[src/rtl/interp_pkg.sv]
// Shared widths and state encoding for the interpolation table reader.
package interp_pkg;

  localparam int ADDR_W = 10;
  localparam int DATA_W = 32;
  localparam int FRAC_W = 16;
  localparam int CNT_W  = 16;
  localparam int LANE_W = DATA_W / 2;

  typedef enum logic [2:0] {
    IDLE,
    FETCH_A,
    FETCH_B,
    WAIT_B,
    CALC,
    OUT,
    DONE
  } state_e;

endpackage

[src/rtl/interp_lerp_lane.sv]
// One signed lane of linear interpolation: y = a + floor((b - a) * frac / 2**FRAC_W).
module interp_lerp_lane #(
  parameter int LANE_W = 16,
  parameter int FRAC_W = 16
) (
  input  logic [LANE_W-1:0] a_i,
  input  logic [LANE_W-1:0] b_i,
  input  logic [FRAC_W-1:0] frac_i,
  output logic [LANE_W-1:0] y_o
);

  logic signed [LANE_W:0]          diff;
  logic signed [LANE_W+FRAC_W+1:0] prod;

  assign diff = $signed({b_i[LANE_W-1], b_i}) - $signed({a_i[LANE_W-1], a_i});
  assign prod = diff * $signed({1'b0, frac_i});
  // frac < 1 keeps the result between a and b, so truncating back to the lane width is exact.
  assign y_o  = a_i + LANE_W'(prod >>> FRAC_W);

endmodule

[src/rtl/interpolation_lerp_reader.sv]
// Walks a fractional phase over a circular {I,Q} sample table and streams
// linearly interpolated samples; drives a 1-cycle-latency RAM read port.
module interpolation_lerp_reader
  import interp_pkg::*;
#(
  parameter int ADDR_W = interp_pkg::ADDR_W,
  parameter int DATA_W = interp_pkg::DATA_W,
  parameter int FRAC_W = interp_pkg::FRAC_W,
  parameter int CNT_W  = interp_pkg::CNT_W
) (
  input  logic                     clk,
  input  logic                     rst_n,
  input  logic                     start_i,
  input  logic [ADDR_W+FRAC_W-1:0] start_phase_i,
  input  logic [ADDR_W+FRAC_W-1:0] step_i,
  input  logic [CNT_W-1:0]         num_out_i,
  output logic                     busy_o,
  output logic                     done_o,
  output logic [ADDR_W-1:0]        rd_addr_o,
  input  logic [DATA_W-1:0]        rd_data_i,
  output logic [DATA_W-1:0]        out_data_o,
  output logic                     out_valid_o,
  input  logic                     out_ready_i,
  output logic                     out_last_o
);

  localparam int PHASE_W = ADDR_W + FRAC_W;
  localparam int LANE_W  = DATA_W / 2;

  state_e               state_q, state_d;
  logic [PHASE_W-1:0]   phase_q, phase_d;
  logic [PHASE_W-1:0]   step_q, step_d;
  logic [CNT_W-1:0]     remain_q, remain_d;
  logic [DATA_W-1:0]    a_q, a_d;
  logic [DATA_W-1:0]    b_q, b_d;
  logic [DATA_W-1:0]    out_data_q, out_data_d;
  logic                 out_last_q, out_last_d;
  logic [ADDR_W-1:0]    rd_addr_q, rd_addr_d;
  logic [DATA_W-1:0]    lerp;
  logic [PHASE_W-1:0]   phase_next;

  assign phase_next = phase_q + step_q;

  interp_lerp_lane #(.LANE_W(LANE_W), .FRAC_W(FRAC_W)) u_lane_i (
    .a_i    (a_q[DATA_W-1:LANE_W]),
    .b_i    (b_q[DATA_W-1:LANE_W]),
    .frac_i (phase_q[FRAC_W-1:0]),
    .y_o    (lerp[DATA_W-1:LANE_W])
  );

  interp_lerp_lane #(.LANE_W(LANE_W), .FRAC_W(FRAC_W)) u_lane_q (
    .a_i    (a_q[LANE_W-1:0]),
    .b_i    (b_q[LANE_W-1:0]),
    .frac_i (phase_q[FRAC_W-1:0]),
    .y_o    (lerp[LANE_W-1:0])
  );

  always_comb begin
    state_d    = state_q;
    phase_d    = phase_q;
    step_d     = step_q;
    remain_d   = remain_q;
    a_d        = a_q;
    b_d        = b_q;
    out_data_d = out_data_q;
    out_last_d = out_last_q;
    rd_addr_d  = rd_addr_q;
    case (state_q)
      IDLE: begin
        if (start_i) begin
          phase_d   = start_phase_i;
          step_d    = step_i;
          remain_d  = num_out_i;
          rd_addr_d = start_phase_i[PHASE_W-1:FRAC_W];
          state_d   = (num_out_i == '0) ? DONE : FETCH_A;
        end
      end
      FETCH_A: begin
        rd_addr_d = phase_q[PHASE_W-1:FRAC_W] + ADDR_W'(1);
        state_d   = FETCH_B;
      end
      FETCH_B: begin
        a_d     = rd_data_i;
        state_d = WAIT_B;
      end
      WAIT_B: begin
        b_d     = rd_data_i;
        state_d = CALC;
      end
      CALC: begin
        out_data_d = lerp;
        out_last_d = (remain_q == CNT_W'(1));
        state_d    = OUT;
      end
      OUT: begin
        // Address for the next sample is staged here so FETCH_A presents it directly.
        if (out_ready_i) begin
          phase_d    = phase_next;
          remain_d   = remain_q - CNT_W'(1);
          rd_addr_d  = phase_next[PHASE_W-1:FRAC_W];
          out_last_d = 1'b0;
          state_d    = (remain_q == CNT_W'(1)) ? DONE : FETCH_A;
        end
      end
      DONE:    state_d = IDLE;
      default: state_d = IDLE;
    endcase
  end

  always_ff @(posedge clk or negedge rst_n) begin
    if (!rst_n) begin
      state_q    <= IDLE;
      phase_q    <= '0;
      step_q     <= '0;
      remain_q   <= '0;
      a_q        <= '0;
      b_q        <= '0;
      out_data_q <= '0;
      out_last_q <= 1'b0;
      rd_addr_q  <= '0;
    end else begin
      state_q    <= state_d;
      phase_q    <= phase_d;
      step_q     <= step_d;
      remain_q   <= remain_d;
      a_q        <= a_d;
      b_q        <= b_d;
      out_data_q <= out_data_d;
      out_last_q <= out_last_d;
      rd_addr_q  <= rd_addr_d;
    end
  end

  assign busy_o      = (state_q != IDLE) && (state_q != DONE);
  assign done_o      = (state_q == DONE);
  assign out_valid_o = (state_q == OUT);
  assign out_last_o  = out_last_q;
  assign out_data_o  = out_data_q;
  assign rd_addr_o   = rd_addr_q;

endmodule

[config.mk]
export PLATFORM = sky130hd
export DESIGN_NAME = interpolation_lerp_reader
export DESIGN_NICKNAME = d
export VERILOG_FILES = /design/src/rtl/interp_pkg.sv /design/src/rtl/interp_lerp_lane.sv /design/src/rtl/interpolation_lerp_reader.sv
export SDC_FILE = /design/constraint.sdc
export NUM_CORES = 2
export LEC_CHECK = 0
export BUFFER_PORTS_ARGS = -buffer_cell sky130_fd_sc_hd__buf_2
export CORE_UTILIZATION = 45
export CTS_CLUSTER_DIAMETER = 40
export DETAILED_ROUTE_END_ITERATION = 10
export RECOVER_POWER = 50
export SKIP_LAST_GASP = 1
export SYNTH_ARGS = -nofsm -noshare
export SYNTH_HDL_FRONTEND = slang
export SYNTH_SLANG_ARGS = --single-unit
export TNS_END_PERCENT = 1
[constraint.sdc]
create_clock -name clk -period 11.5 [get_ports clk]
set_input_delay 1.725 -clock clk [delete_from_list [all_inputs] [get_ports clk]]
set_output_delay 1.725 -clock clk [all_outputs]
set_load 0.02 [all_outputs]
* Word level (Yosys, flattened, before mapping)
Index checks and enable logic that the tools add are counted.
** Word-level totals
- Output and inout port bits :: 46
- Logic and storage cells :: 56
- Flip-flop bits (word level) :: 178
** Operators by class
- Reduce and logical (&&, ||, !) cells :: 12
- Add/sub/neg operators :: 7
- $mul :: 2
- Mux-type cells :: 16
- Equal/unequal tests :: 10
** Operators with widths (number)
- $mul A17 B17 Y32 :: 2
- $mux W26 :: 2
- $pmux W26 S2 :: 1
- $sub A16 B16 Y17 :: 2
- $add A16 B16 Y16 :: 2
- $mux W16 :: 2
- $pmux W16 S2 :: 1
- $pmux W10 S3 :: 1
- $add A26 B26 Y26 :: 1
- $mux W10 :: 2
- $pmux W3 S6 :: 1
- $eq A16 B1 Y1 const B :: 1
- $logic_not A16 Y1 :: 1
- $sub A16 B1 Y16 const B :: 1
- $mux W3 :: 4
- $add A10 B1 Y10 const B :: 1
- $eq A3 B3 Y1 const B :: 3
- $eq A3 B2 Y1 const B :: 2
- $reduce_and A2 Y1 :: 3
- $reduce_and A3 Y1 :: 2
- $reduce_bool A3 Y1 :: 2
- $reduce_bool A2 Y1 :: 2
- $eq A3 B1 Y1 const B :: 1
- $logic_not A3 Y1 :: 1
- other kinds (6) :: 6

* Depth between registers and ports, before layout
- Word-level depth :: 4
- Depth in mapped cells :: 47
- Mapped depth without buffers :: 47

* By module
A second synthesis with hierarchy kept.
** Second synthesis, totals
- Cells, all modules :: 3474
- Area total of the unflattened synthesis :: 31497.7 um^2
** Modules (own cells, without submodules)
- interp_lerp_lane at u_lane_i :: sequential area each 0.0 um^2, cells an instance 1286, area each 11247.0 um^2, times used 1
- interp_lerp_lane at u_lane_q :: sequential area each 0.0 um^2, cells an instance 1286, area each 11205.7 um^2, times used 1
- interpolation_lerp_reader :: sequential area each 4454.3 um^2, cells an instance 902, area each 9044.9 um^2, times used 1

* Worst setup path before layout
No wires, ideal clock.
- Kind :: flip-flop to flip-flop
- Start :: register a_q[16]
- End :: register out_data_q[31], in the netlist out_data_o[31]
- Data required time :: 11.367 ns
- Path buffers :: 1
- Slack :: 1.840 ns
- Cell stages (with the launch flop) :: 41
- Data arrival time :: 9.527 ns
- Period minus slack after synthesis :: 9.660 ns
- Cells stage by stage :: dfrtp_1 > ha_1 > fa_1 > nand2b_1 > a21boi_0 > o21ai_0 > a211oi_1 > o31ai_1 > a21oi_1 > nor2_1 > xnor2_1 > clkbuf_1 > nand2_1 > fa_1 > fa_1 > inv_1 > fa_1 > inv_1 > [... 5 more ...] > a2111o_1 > a211oi_1 > nor3_1 > o21ai_0 > a21boi_0 > o21a_1 > or2_2 > xor2_1 > ha_1 > or2_2 > a21oi_1 > a31oi_1 > a21o_1 > a21oi_1 > xnor2_1 > xnor2_1 > xnor2_1 > o21ai_0
** On the way
- Longest elaborated chain between the ends :: 3
** Ends and longest elaborated chain
- start, declared :: line interpolation_lerp_reader.sv:34 : logic [DATA_W-1:0] a_q, a_d;
- start signal, assigned :: line interpolation_lerp_reader.sv:116 : a_q <= '0;
- start signal, assigned :: line interpolation_lerp_reader.sv:126 : a_q <= a_d;
- $sub A16 B16 Y17 :: line interp_lerp_lane.sv:15 : assign diff = $signed({b_i[LANE_W-1], b_i}) - $signed({a_i[LANE_W-1], a_i});
- $mul A17 B17 Y32 :: line interp_lerp_lane.sv:16 : assign prod = diff * $signed({1'b0, frac_i});
- $add A16 B16 Y16 * :: line interp_lerp_lane.sv:18 : assign y_o = a_i + LANE_W'(prod >>> FRAC_W);
- end signal, assigned :: line interpolation_lerp_reader.sv:128 : out_data_q <= out_data_d;
- end, declared :: line interpolation_lerp_reader.sv:36 : logic [DATA_W-1:0] out_data_q, out_data_d;
Every way passes the cells marked *; elsewhere a longest branch is shown, timed or not.
A chain may end at the register's enable or synchronous reset.

* Worst setup path after layout
- Start :: register a_q[16]
- End :: register out_data_q[30], in the netlist out_data_o[30]
The elaborated chain is that of the path after synthesis.

==> metrics.md <==
| Metric | Value |
|---|---|
| Outcome | `finished, violations left` |
| Failing checks | `max-capacitance violations, max-slew violations` |
| Synth async-reset ratio | `100.0%` |
| Gate count after technology mapping | `3414` |
| Largest family of logic cells by synthesized area | `adder cells` |
| Worst reg2reg setup slack | `0.76 ns` |
| Largest net degree at the start of global routing | `68` |
| Remaining DRCs | `0` |
| Proportion of layout cells with a drive suffix above 1 | `8.438%` |
| DR vias/cell | `5.169` |
| Final #Nets | `4390` |
| Inst Count DP | `4349` |
| Clk_lat worst skew | `0.47 ns` |
| Final Hold Slack | `0.4846 ns` |
| Setup Fix Bufs, Post-CTS | `0` |
| DRT iter0 DRCs | `1171` |
| Max Clock Freq | `93.10 MHz` |
| Type of origin of the critical path | `flip-flop` |
| ANT nets after route | `0` |
| CORE AREA | `0.06740 sq mm` |
| Worst setup path end | `out_data_o[30]` |
| Syn_area_per_cell | `8.993 sq um` |
| Worst R2R Path Depth | `38` |
| Endpoints failing setup | `0` |
| Num Clock Sinks | `178` |
| Area Growth Syn to Fin | `7.763%` |
| Port Buffers | `149` |
| Syn nets | `4309` |
| H-tree depth | `4` |
| Sequential element share of the synthesized area | `14.51%` |
| Initial antenna violation count | `26` |
| First-pass GRT wire length | `128900 um` |
| Die area | `0.06928 sq mm` |
| Post-synthesis xor/xnor area fraction | `3.566%` |
| Routed length per placed instance | `17.90 um` |
| Total wire length | `78510 um` |
| Simple-Gate Fraction of Synth Area | `14.98%` |
| Crit path max fanout | `10` |
| EDFF count, synth | `0` |
| Flops & latches, synth | `178` |
| Number of max-cap violations | `5` |
| Die width | `263.2 um` |
| Mux contribution to synthesized area | `2.408%` |
| Cell variety after synth | `66` |
| Via Count | `22670` |
| Synth Cell Area | `0.03070 sq mm` |
| Final Hold Fails | `0` |
| Inserted Clock Buffers | `17` |
| RSZ-0062 raised after global routing | `true` |
| Critical path capture point type | `flip-flop` |
| Worst Path Required | `11.84 ns` |
| Slowest CP cell | `fa_1` |
| Cell Rows | `95` |
| CTS tree | `built` |
| Syn. warnings | `0` |
| Clock-pin slew on the worst setup and hold paths | `0.08 ns` |
| Worst r2r src | `a_q[16]` |
| Gpl congestion | `0.8552` |
| CP peak stage delay | `0.57 ns` |
| Cell mode on critical path | `fa_1` |
| WS Path Type | `flip-flop to flip-flop` |
| Period utilization | `93.41%` |
| Clk root buf | `clkbuf_16` |
| Grt ovf | `0` |
| PostCTS Resize Cnt | `0` |
| Drt pass-1 iters | `6` |
| Max clock buf depth | `2` |
| Reg-to-reg endpoint | `out_data_o[30]` |
| Post-CTS Hold Buffers | `0` |
| Vias in the first global route | `23580` |
| Adder-cell share of the synthesized area | `45.32%` |
| Worst Tran Pin Value | `3.752 ns` |
| Ports | `150` |
| Top FF cell, synth | `dfrtp_1` |
| Slew Limit Fails | `227` |
| Clock skew | `0.01723 ns` |
| Worst endpoint data arrival time | `11.08 ns` |
| Min Tclk post-route | `10.74 ns` |
| Hold Path Class | `flip-flop to flip-flop` |
| Tot GR Track Use | `23.77%` |
| Fin cells | `4385` |
| Die height | `263.2 um` |
| Synth Area in Compound Gates | `8.599%` |
| CP Launch Point | `a_q[16]` |
| Starting density of the core | `45.56%` |
| Final HPWL DP | `61640 um` |
| Worst relative slew slack | `-150.1%` |
[cell usage in the layout (no fill, tap or decap), drive strengths merged, types with 17 or more instances in the layout]
master  synthesis  final
a21o           38     38
a21oi         113    113
and2          207    207
and3           17     17
buf            11    167
clkbuf        126     49
dfrtp         178    178
fa            535    535
ha            256    256
inv           732    738
mux2           63     63
nand2         410    410
nand2b         34     34
nand3          33     33
nor2          117    117
nor2b          56     56
nor3           40     40
o21a           18     18
o21ai         143    143
xnor2          93     93
xor2           32     32
[synthesized netlist by cell type (3+ instances only)]
cell,n,area share [%]
a211o_1,3,0.086
a211oi_1,12,0.29
a21boi_0,8,0.20
a21o_1,38,0.93
a21oi_1,113,1.8
a221oi_1,5,0.14
a22oi_1,4,0.098
a31oi_1,14,0.29
and2_1,207,4.2
and3_1,17,0.35
and3b_1,4,0.11
buf_1,11,0.13
clkbuf_1,126,1.5
dfrtp_1,178,15
fa_1,535,35
ha_1,256,10
inv_1,732,8.9
mux2_2,63,2.3
mux2i_1,3,0.098
nand2_1,410,5.0
nand2b_1,34,0.69
nand3_1,33,0.54
nand4_1,6,0.12
nor2_1,117,1.4
nor2b_1,56,1.1
nor3_1,40,0.65
nor3b_1,4,0.098
nor4_1,9,0.18
o211ai_1,13,0.32
o21a_1,18,0.44
o21ai_0,139,2.3
o21ai_1,3,0.049
o21bai_1,14,0.34
o22ai_1,8,0.16
o31ai_1,7,0.17
or2_2,5,0.10
or3_1,7,0.14
xnor2_1,93,2.7
xor2_1,32,0.91
[layout make-up]
type                    instances  area (sq um)
well taps                     873          1092
diodes                          4         10.01
clock buffers                  17         425.4
fillers                      6499         34310
clock inverters                15         188.9
multi-input cells            2367         23090
flip-flops and latches        178          4463
inverters                     732          2748
repair buffers                199          1071
[critical path, delay by kind of cell, from the launching register on]
| kind | cells | cell delay [ns] |
|---|---|---|
| DFF | 1 | 0.41 |
| buffers and inverters | 3 | 0.15 |
| and+or+nand+nor | 6 | 1.10 |
| adders and majority gates | 10 | 4.32 |
| AOI/OAI and AO/OA | 17 | 3.98 |
| xor gates and xnor gates | 2 | 0.62 |
[kinds of logic after synthesis]
| group | after synthesis |
|---|---|
| flops | 178 |
| buf+inv | 869 |
| fa+ha+maj | 791 |
| simple gates | 956 |
| mux | 66 |
| xor+xnor | 125 |
| compound gates | 429 |
[through the flow]
stage               utilization [%]  instance area (sq um)  TNS (ns)  setup WS, ns
floorplan                         -                  30700         0         1.840
global placement              48.16                  32460         0        0.2483
detailed placement            48.16                  32460         0        0.3246
CTS                           49.07                  33070         0        0.2483
global route                  49.08                  33080  -0.06716      -0.06716
finish                        49.09                  33090         0        0.7584
[flip-flops by register name, indices dropped and copies added, names as in the netlist]
| register | cells |
|---|---|
| out_data_o | 32 |
| phase_q | 26 |
| state_q | 3 |
| remain_q | 16 |
| b_q | 32 |
| out_last_o | 1 |
| a_q | 32 |
| rd_addr_o | 10 |
| step_q | 26 |
[worst min path at each step]
stage / from / to / slack [ns] / depth (start not counted)
detailed placement: out_data_o[22] / out_data_o[22] / 0.47 / 2
global route: out_data_o[22] / out_data_o[22] / 0.51 / 2
floorplan: remain_q[10] / remain_q[10] / 0.45 / 2
CTS: out_data_o[25] / out_data_o[25] / 0.49 / 2
global placement: out_data_o[22] / out_data_o[22] / 0.46 / 2
finish: out_data_o[27] / out_data_o[27] / 0.48 / 2
[metal layers]
layer	up-vias	share of wire, %	GRT usage (%)
met5	-	0.25	0
met2	481	46	37.81
met1	11440	47	34.00
met3	82	5.4	3.816
met4	28	1.7	5.484
li1	10630	-	-
Power is not shown: default switching activity piles up to over one toggle a cycle in this logic, so the estimate is an artifact.
